### config.mk
export PLATFORM = sky130hd
export DESIGN_NAME = mem_port_arbiter
export DESIGN_NICKNAME = d
export VERILOG_FILES = /design/src/rtl/mem_port_arbiter.sv
export SDC_FILE = /design/constraint.sdc
export NUM_CORES = 1
export LEC_CHECK = 0
export CELL_PAD_IN_SITES_DETAIL_PLACEMENT = 0
export CELL_PAD_IN_SITES_GLOBAL_PLACEMENT = 1
export CORE_MARGIN = 2
export CORE_UTILIZATION = 29
export DETAILED_ROUTE_END_ITERATION = 6
export PLACE_DENSITY = 0.92
export RECOVER_POWER = 25
export SETUP_SLACK_MARGIN = 0.2
export SLEW_MARGIN = 10
export SYNTH_ARGS = -nofsm -noshare
export SYNTH_HDL_FRONTEND = slang
export SYNTH_SLANG_ARGS = --single-unit
### constraint.sdc
create_clock -name clk -period 2.5 [get_ports clk]
set_clock_uncertainty 0.05 [all_clocks]
set_input_delay 0.375 -clock clk [delete_from_list [all_inputs] [get_ports clk]]
set_output_delay 0.375 -clock clk [all_outputs]
set_load 0.02 [all_outputs]
### src/rtl/mem_port_arbiter.sv
// mem_port_arbiter
//   Shares one single-port memory between an instruction-fetch port (read only)
//   and a data port (read/write). One transaction is in flight at a time:
//   IDLE (grant + latch) -> ACCESS (MEM_LAT cycles, mem_en high) -> RESP (ack).
//
// Parameters
//   MEM_LAT        memory access cycles per transaction (1..15)
//
// Configuration macro
//   ARB_ROUND_ROBIN_EN  defined   : ties alternate between ports, first tie to DM
//                       undefined : ties always go to DM (fixed priority)
//
// Ports
//   clk, reset                      clock, synchronous active-high reset
//   if_req/if_addr                  fetch request and byte address
//   if_rdata/if_ack/if_stall        fetch read data, completion pulse, stall
//   dm_req/dm_we/dm_be/dm_addr/dm_wdata   data request fields
//   dm_rdata/dm_ack/dm_stall        data read data, completion pulse, stall
//   mem_en/mem_we/mem_be/mem_addr/mem_wdata/mem_rdata   shared memory port
module mem_port_arbiter #(
   parameter int MEM_LAT = 2
) (
   input  logic        clk,
   input  logic        reset,
   input  logic        if_req,
   input  logic [31:0] if_addr,
   output logic [31:0] if_rdata,
   output logic        if_ack,
   output logic        if_stall,
   input  logic        dm_req,
   input  logic        dm_we,
   input  logic [3:0]  dm_be,
   input  logic [31:0] dm_addr,
   input  logic [31:0] dm_wdata,
   output logic [31:0] dm_rdata,
   output logic        dm_ack,
   output logic        dm_stall,
   output logic        mem_en,
   output logic        mem_we,
   output logic [3:0]  mem_be,
   output logic [31:0] mem_addr,
   output logic [31:0] mem_wdata,
   input  logic [31:0] mem_rdata
);

   typedef enum logic [1:0] {IDLE, ACCESS, RESP} state_t;

   localparam logic [3:0] LAT_M1 = 4'(MEM_LAT - 1);

   state_t      state_q;
   logic [3:0]  cnt_q;
   logic        owner_dm_q;     // owner of the active transaction: 1 = DM, 0 = IF
   logic        mem_en_q, mem_we_q;
   logic [3:0]  mem_be_q;
   logic [31:0] mem_addr_q, mem_wdata_q;
   logic [31:0] if_rdata_q, dm_rdata_q;
   logic        if_ack_q, dm_ack_q;

   // Tie-break: 1 means DM wins when both ports request in the same IDLE cycle.
   logic tie_dm;
`ifdef ARB_ROUND_ROBIN_EN
   logic last_dm_q;             // port granted last; resets to IF so first tie goes to DM
   assign tie_dm = ~last_dm_q;
`else
   assign tie_dm = 1'b1;
`endif

   logic        pick_dm_d;
   logic        req_we_d;
   logic [3:0]  req_be_d;
   logic [31:0] req_addr_d, req_wdata_d;

   // Fetch requests are presented to memory as full-word reads.
   assign pick_dm_d   = dm_req & (~if_req | tie_dm);
   assign req_we_d    = pick_dm_d & dm_we;
   assign req_be_d    = pick_dm_d ? dm_be    : 4'hF;
   assign req_addr_d  = pick_dm_d ? dm_addr  : if_addr;
   assign req_wdata_d = pick_dm_d ? dm_wdata : 32'h0;

   always_ff @(posedge clk) begin
      if (reset) begin
         state_q     <= IDLE;
         cnt_q       <= 4'h0;
         owner_dm_q  <= 1'b0;
         mem_en_q    <= 1'b0;
         mem_we_q    <= 1'b0;
         mem_be_q    <= 4'h0;
         mem_addr_q  <= 32'h0;
         mem_wdata_q <= 32'h0;
         if_rdata_q  <= 32'h0;
         dm_rdata_q  <= 32'h0;
         if_ack_q    <= 1'b0;
         dm_ack_q    <= 1'b0;
`ifdef ARB_ROUND_ROBIN_EN
         last_dm_q   <= 1'b0;
`endif
      end else begin
         // acks are single-cycle pulses raised on the ACCESS->RESP transition
         if_ack_q <= 1'b0;
         dm_ack_q <= 1'b0;
         case (state_q)
            IDLE: begin
               if (if_req | dm_req) begin
                  owner_dm_q  <= pick_dm_d;
                  mem_en_q    <= 1'b1;
                  mem_we_q    <= req_we_d;
                  mem_be_q    <= req_be_d;
                  mem_addr_q  <= req_addr_d;
                  mem_wdata_q <= req_wdata_d;
                  cnt_q       <= LAT_M1;
                  state_q     <= ACCESS;
`ifdef ARB_ROUND_ROBIN_EN
                  last_dm_q   <= pick_dm_d;
`endif
               end
            end
            ACCESS: begin
               if (cnt_q == 4'h0) begin
                  // last access cycle: read data is valid on mem_rdata now
                  if (!mem_we_q) begin
                     if (owner_dm_q) dm_rdata_q <= mem_rdata;
                     else            if_rdata_q <= mem_rdata;
                  end
                  if (owner_dm_q) dm_ack_q <= 1'b1;
                  else            if_ack_q <= 1'b1;
                  mem_en_q <= 1'b0;
                  mem_we_q <= 1'b0;
                  state_q  <= RESP;
               end else begin
                  cnt_q <= cnt_q - 4'h1;
               end
            end
            RESP:    state_q <= IDLE;
            default: state_q <= IDLE;
         endcase
      end
   end

   assign mem_en    = mem_en_q;
   assign mem_we    = mem_we_q;
   assign mem_be    = mem_be_q;
   assign mem_addr  = mem_addr_q;
   assign mem_wdata = mem_wdata_q;
   assign if_rdata  = if_rdata_q;
   assign dm_rdata  = dm_rdata_q;
   assign if_ack    = if_ack_q;
   assign dm_ack    = dm_ack_q;
   assign if_stall  = if_req & ~if_ack_q;
   assign dm_stall  = dm_req & ~dm_ack_q;

endmodule
Word level (Yosys, flattened, before mapping)
Index checks and enable logic that the tools add are counted.
Storage, ports and cells
  register bits: 143
  output and inout port bits: 138
  input bits: 137
Cells by class
  bitwise gates (word level): 10
  $add $sub $neg: 1
  mux-type cells: 16
  reductions and logical operators: 10
  equal/unequal tests: 4
Operator list (count)
  $mux 32: 2
  $mux 4: 3
  $pmux 4 s2: 1
  $reduce_and 4->1: 2
  $ne 2x2->1 const B: 3
  $not 1->1: 6
  $reduce_and 3->1: 2
  $mux 1: 5
  $logic_not 4->1: 1
  $mux 2: 2
  $pmux 1 s2: 2
  $pmux 2 s2: 1
  $reduce_and 2->1: 2
  $sub 4x1->4 const B: 1
  $and 1x1->1: 3
  $reduce_or 3->1: 1
  $eq 2x1->1 const B: 1
  $logic_not 2->1: 1
  $reduce_bool 2->1: 1
  $or 1x1->1: 1

Depth between registers and ports, before layout
Gate-level depths: netlist of the first run.
  depth in word-level cells: 3
  mapped depth: 8
  depth with buffers taken out: 5

Least setup slack after synthesis of the first run
No wires, ideal clock.
  kind: flip-flop to flip-flop
  from: register cnt_q[0]
  to: register dm_rdata_q[10] (netlist: dm_rdata[10])
  buffers on the path: 3
  cell stages (with the launch flop): 9
  data arrival time: 1.656 ns
  setup slack: 0.674 ns
  required time: 2.330 ns
  clock period less this slack: 1.826 ns
  path through: dfxtp_1 inv_1 ha_1 nand4bb_1 buf_2 or4b_1 buf_2 buf_6 mux2i_1
Between the ends
  word-level cells in the longest chain between the ends: 2
Ends and longest elaborated chain
  start, declared: RTL line 51  | logic [3:0] cnt_q;
  start signal, assigned: RTL line 130  | cnt_q <= cnt_q - 4'h1;
  $logic_not 4->1: RTL line 118  | if (cnt_q == 4'h0) begin
  $reduce_and 4->1 (no source line)
  end signal, assigned: RTL line 121  | if (owner_dm_q) dm_rdata_q <= mem_rdata;
  end, declared: RTL line 56  | logic [31:0] if_rdata_q, dm_rdata_q;
Every way passes these cells.
A chain may end at the register's enable or synchronous reset.

Final worst setup path of the first run
  from: input port if_req
  to: output port if_stall
Between the ends
  word-level cells in the longest chain between the ends: 1
Ends and longest elaborated chain
  start, declared: RTL line 25  | input logic if_req,
  $and 1x1->1: RTL line 148  | assign if_stall = if_req & ~if_ack_q;
  end, declared: RTL line 29  | output logic if_stall,
Every way passes these cells.

==> summary.md, run 1 <==
| Metric | Value |
|---|---|
| Hold slack | 372 ps |
| Share of layout cells above drive strength 1 | 6.94% |
| Top post-synthesis cells by area | dfxtp_1, mux2i_1, nand2_1 |
| Gpl congestion | 0.769 |
| Critical Path RT | 2080 ps |
| First-pass GRT wire length | 26,500 microns |
| DR top layer | met4 |
| Clock transition at path regs | 60 ps |
| Area grow syn2layout | 63.4% |
| Fillers | 1,771 |
| Final global-route overflow total | 0 |
| Placed Cells | 1,067 |
| Synth Instances | 597 |
| Most used flip-flop cell after synthesis | dfxtp_1 |
| Pin count of the biggest net entering global routing | 52 |
| Hold-fix buffers, CTS | 0 |
| CTS tree | done |
| Startpoint types | primary input |
| Final setup viols | 0 |
| Critical path class | in -> out |
| Seq/Total Area, Yosys | 51.3% |
| Fin Setup TNS | 0 ps |
| Nets | 990 |
| Remaining DRCs | 0 |
| Antenna diodes | 0 |
| Clk root buf | clkbuf_16 |
| IO buf count | 274 |
| DP HPWL | 11,600 microns |
| Met3 WL | 1460 microns |
| Final WL | 16,700 microns |
| Power Total | 0.00651 W |
| Post-CTS Setup Bufs | 0 |
| Initial antenna violation count | 0 |
| Final Hold Violating Endpoints | 0 |
| Worst rel slew slack | 45.9% |
| Die area | 20,400 sq um |
| Max-slew violations | 0 |
| Post-cts resize count | 0 |
| Reg2reg setup slack | 430 ps |
| GR Util All Layers | 16.3% |
| Slew at the pin with the worst max-slew slack | 808 ps |
| Top-count cell post-synth | dfxtp_1 |
| Vias post-DR | 5,145 |
| Met1 WL | 7200 microns |
| Worst VDD drop | 0.000419 V |
| FF+latch count, synth | 143 |
| Core ar. | 18,800 sq um |
| DRC marker count from the first detailed-route iteration | 177 |
| Synthesized cell area | 5580 sq um |
| Crit path buf inv count | 3 |
| Crit. End Element | primary output |
| Critical-path cell list | clkdlybuf4s50_1, inv_1, nor2_1, clkdlybuf4s50_1 |
| Max Freq | 471 MHz |
| Most common library cells after synthesis | dfxtp_1, nand2_1, mux2i_1, a21oi_1, clkbuf_1 |
| DR WL/cell | 15.2 microns |
| Largest stage delay, worst path | 610 ps |
| EDFF count, synth | 0 |
| Sequential cell area | 2860 sq um |
| RSZ-0062 raised after global routing | no |
| Detailed Routing Iterations Pass 1 | 4 |
| Die H | 143 microns |
| Critical Path AT | 1700 ps |
| Post-synth cell types | 34 |
| Power Density | 714 nW/um^2 |
| Worst setup margin | 377 ps |
| Rows | 50 |
| Outcome | completed |
| Met2 Wirelength | 7800 microns |
| Delay-heaviest family, CP | buffers and inverters |
| Min Tclk post-route | 2120 ps |
| H-tree depth | 4 |
| I/O pins | 275 |
| Clk buf depth | 2 |
| Final period util | 84.9% |
| Worst Hold Class | in -> reg |
| Initial core utilization | 29.7% |
| Synth Area per Inst | 9.35 sq um |
| CTS sink cnt | 143 |
| Number of global-route vias before repair | 5,138 |
| Crit Path Max Fanout | 3 |
| Multi-input logic area | 2490 sq um |
| Area leader, netlist | dfxtp_1 |
| Syn Nets | 735 |
| Leak | 3.58 nW |
| Asr flop ratio synth | 0% |
| Die X | 143 microns |
| Synth Warn # | 0 |
| CTS Buf Count | 17 |
| Vias/cell | 4.68 |
| CP dominant cell by count | clkdlybuf4s50_1 |
| Clk_lat worst skew | 410 ps |
| Slowest cell on the critical path | clkdlybuf4s50_1 |
| Place WS | 389 ps |
| Synth top area share | 51.3% |
| Post-DRT Antenna Nets | 0 |
| # Max-Cap Violations | 0 |
| Final Instance Count excl. Fillers | 1,099 |
[sequential cells by signal (all words and copies together), names as in the netlist]
register,flops
dm_rdata,32
if_rdata,32
mem_addr,32
mem_wdata,32
cnt_q,4
mem_be,4
state_q,2
dm_ack,1
if_ack,1
mem_en,1
mem_we,1
owner_dm_q,1
[stage by stage]
| stage | util, % | area (sq um) |
|---|---|---|
| 5_1_grt | 48.6 | 9120 |
| 6_report | 48.6 | 9120 |
| 2_1_floorplan | - | 5580 |
| 4_1_cts | 48.8 | 9150 |
| 3_3_place_gp | 45.6 | 8560 |
| 3_5_place_dp | 45.6 | 8560 |
[worst min-delay path: stages]
cell and delay [ps]:
buf_2 150, mux2i_1 160, a211oi_1 90
[cell usage in the layout (no fill, tap or decap), drive strengths merged]
cell / instances
clkdlybuf4s50: 272
dfxtp: 143
nand2: 133
mux2i: 96
a21oi: 69
o21ai: 34
a211oi: 32
clkbuf: 20
buf: 13
inv: 12
nor2: 5
o221a: 4
nor2b: 3
nor3: 3
clkinvlp: 3
clkinv: 3
or2: 2
nor4: 2
nor3b: 1
nand4bb: 1
or3b: 1
and3: 1
a41o: 1
a31o: 1
a31oi: 1
or4b: 1
a21bo: 1
nand2b: 1
o32ai: 1
mux2: 1
o221ai: 1
and2: 1
ha: 1
bufinv: 1
[layer usage]
metal,track usage [%],vias to the layer above
li1,-,2582
met1,19.5,2375
met2,26.7,171
met3,7.14,17
met4,4.48,0
met5,0,-
[worst paths after layout]
kind                                   from           end  depth (start not counted)
worst max-delay path                 if_req      if_stall                          4
worst min-delay path                 dm_req  mem_addr[30]                          3
worst max register to register     cnt_q[0]   dm_rdata[7]                          6
worst min register to register  if_rdata[2]   if_rdata[2]                          2
[cell families (layout without fill, tap and decap cells)]
| family | count (synthesis) | in the layout | share of synthesized area (%) |
|---|---|---|---|
| buffers and inverters | 56 | 324 | 4.30 |
| adder cells (fa/ha/maj) | 1 | 1 | 0.224 |
| multiplexers | 97 | 97 | 17.4 |
| AND/OR/NAND/NOR | 155 | 155 | 11.5 |
| flip-flops | 143 | 143 | 51.3 |
| AO/OA/AOI/OAI | 145 | 145 | 15.3 |
[final cells by class]
class / instances / area share (%)
flip-flops and latches: 143 / 31.4
repair buffers: 288 / 31.4
clock buffers: 17 / 4.66
multi-input cells: 398 / 27.3
inverters: 4 / 0.165
well taps: 234 / 3.21
clock inverters: 15 / 1.85
[where the power goes]
group	internal [W]	total, W	switching [W]
combinational	0.000704	0.00142	0.000721
sequential	0.00247	0.00257	0.0000989
clock	0.00142	0.00252	0.00110
(Power assumes the default switching activity.)
==> run 2: changes to the inputs <==
CORE_UTILIZATION = 26   (was 29)
PLACE_DENSITY = 0.88   (was 0.92)
clock period = 1.8 ns   (was 2.5 ns; I/O delays follow)
==> summary.md, run 2 (synthesized netlist as in run 1, its figures left out) <==
| Metric | Value |
|---|---|
| Initial core utilization | 26.5% (-3.2 points) |
| Power Density | 943 nW/um^2 (+32%) |
| Die X | 151 microns (+5.5%) |
| Reg2reg end | dm_rdata[15] |
| Critical path class | reg -> reg |
| Reg2reg setup slack | 2 ps (-430 ps) |
| Outcome | completed |
| Number of global-route vias before repair | 5,327 (+3.7%) |
| Min Tclk post-route | 1800 ps |
| FF-to-FF Start | cnt_q[0] |
| Final WL | 18,400 microns (+10%) |
| Setup crit end | dm_rdata[15] |
| GR Util met3 | 5.48% (-1.7 points) |
| Post-DRT Antenna Nets | 0 (unchanged) |
| Largest stage delay, worst path | 560 ps (-50 ps) |
| Area grow syn2layout | 68.7% |
| CTS sink cnt | 143 (unchanged) |
| Die H | 151 microns (+5.5%) |
| Core ar. | 21,000 sq um (+12%) |
| Worst VDD drop | 0.000535 V (+28%) |
| Leak | 4.34 nW (+21%) |
| Nets | 1,018 (+2.8%) |
| GR Util All Layers | 16.1% (-0.24 points) |
| Critical Path RT | 2040 ps (-40 ps) |
| Sequential cell area | 2870 sq um (about the same) |
| Multi-input logic area | 2530 sq um (+1.7%) |
| H-tree depth | 4 (unchanged) |
| Rows | 53 (+6.0%) |
| Pin count of the biggest net entering global routing | 76 (+46%) |
| Fillers | 2,073 (+17%) |
| Gpl congestion | 0.736 (-4.2%) |
| Crit. End Element | flip-flop |
| Remaining DRCs | 0 (unchanged) |
| Most frequent cells in the layout | dfxtp_1, dlygate4sd2_1, clkdlybuf4s50_1 |
| Crit Path Max Fanout | 8 (+5) |
| Critical Path AT | 2040 ps (+340 ps) |
| Clk root buf | clkbuf_16 |
| DR WL/cell | 15.8 microns (+3.7%) |
| Die area | 22,700 sq um (+11%) |
| Clk buf depth | 2 (unchanged) |
| Post-layout util | 44.8% (-3.8 points) |
| Final global-route overflow total | 0 (unchanged) |
| RSZ-0062 raised after global routing | yes |
| Final Hold Violating Endpoints | 0 (unchanged) |
| Worst rel slew slack | 52.1% (+6.2 points) |
| CTS Buf Count | 17 (unchanged) |
| Final period util | 99.9% |
| Power Total | 0.00887 W (+36%) |
| IO buf count | 274 (unchanged) |
| Final setup viols | 0 (unchanged) |
| Share of layout cells above drive strength 1 | 10.3% (+3.4 points) |
| Hold-fix buffers, CTS | 0 (unchanged) |
| Worst Setup SP | cnt_q[0] |
| Commonest non-fill, non-tap cell in the layout | dfxtp_1 |
| Vias post-DR | 5,365 (+4.3%) |
| Startpoint types | flip-flop |
| Detailed Routing Iterations Pass 1 | 4 (unchanged) |
| Slew at the pin with the worst max-slew slack | 718 ps (-90.1 ps) |
| Antenna diodes | 0 (unchanged) |
| Busiest layer in global routing | met2 |
| Slowest cell on the critical path | or4b_4 |
| I/O pins | 275 (unchanged) |
| DP HPWL | 12,200 microns (+5.0%) |
| Worst Hold Class | in -> reg |
| Max-slew violations | 0 (unchanged) |
| Critical-path cell list | inv_2, ha_4, nand4bb_1, or4b_4, buf_4, buf_12, mux2i_1 |
| CTS tree | done |
| Met1 Usage GRT | 19.0% (-0.52 points) |
| Initial antenna violation count | 0 (unchanged) |
| HP Start | reset |
| Clock transition at path regs | 60 ps (about the same) |
| GR Layer Usage met2 | 27.3% (+0.53 points) |
| Clk_lat worst skew | 400 ps (about the same) |
| # Max-Cap Violations | 0 (unchanged) |
| First-pass GRT wire length | 28,400 microns (+7.2%) |
| Cell count of the worst reg-to-reg path | 7 (+1) |
| Max Freq | 556 MHz |
| DRC marker count from the first detailed-route iteration | 191 (+7.9%) |
| Hold slack | 318 ps (-55.0 ps) |
| Vias/cell | 4.61 (-1.6%) |
[run 2: cell types whose count changed in the layout (fill, tap and decap cells not counted), sizes merged]
cell,before,now
clkdlybuf4s50,272,134
dlygate4sd2,0,137
clkdlybuf4s15,0,1
clkinv,3,4
bufbuf,0,1
clkbuf,20,22
buf,13,40
inv,12,5
clkinvlp,3,4
[run 2: area by class of cell]
class / instances / area share, %
Multi-Input combinational cell: 398 / 26.9
Sequential cell: 143 / 30.4
Tap cell: 275 / 3.65
Inverter: 4 / 0.159
Timing Repair Buffer: 316 / 33.2
Clock buffer: 19 / 4.70
Clock inverter: 10 / 0.984
[run 2: how the worst min path moves through the flow]
stage	slack, ps	end	depth (start not counted)
3_3_place_gp	390	if_rdata[17]	2
6_report	320	if_rdata[0]	4
5_1_grt	330	mem_en	3
4_1_cts	310	if_rdata[0]	4
2_1_floorplan	360	mem_we	2
3_5_place_dp	400	if_rdata[31]	2
[run 2: through the flow]
step	setup TNS, ps	cells	setup WS, ps	instance area [sq um]
after global routing	-1010	1165	-57.2	9410
after detailed placement	-2390	1123	-83.8	8800
after CTS	0	1162	7.77	9390
after global placement	-978	1123	-33.7	8800
after floorplan	-573	597	-19.1	5630
final	0	1165	1.77	9410
[run 2: what timing repair did]
item                                    in CTS  in global routing
buffers inserted                             4                  3
gates resized for setup                    147                  5
gates cloned                                 6                  0
pin swaps                                    1                  0
endpoints found under the setup margin     204                 65
[run 2: critical path, delay by kind of cell (launching register included)]
family,cells,cell delay (ps)
AND/OR/NAND/NOR,2,680
flip-flops,1,320
buffers and inverters,3,370
adder cells (fa/ha/maj),1,120
multiplexers,1,120
[run 2: power breakdown]
part           switching [W]  internal, W
Sequential          0.000123      0.00343
Clock                0.00135      0.00191
Combinational        0.00109     0.000977
[run 2: routing by layer]
layer	part of all wire [%]	routed length, microns
met5	0	0
met2	48	8800
met3	8.3	1530
met1	42	7750
met4	1.6	289
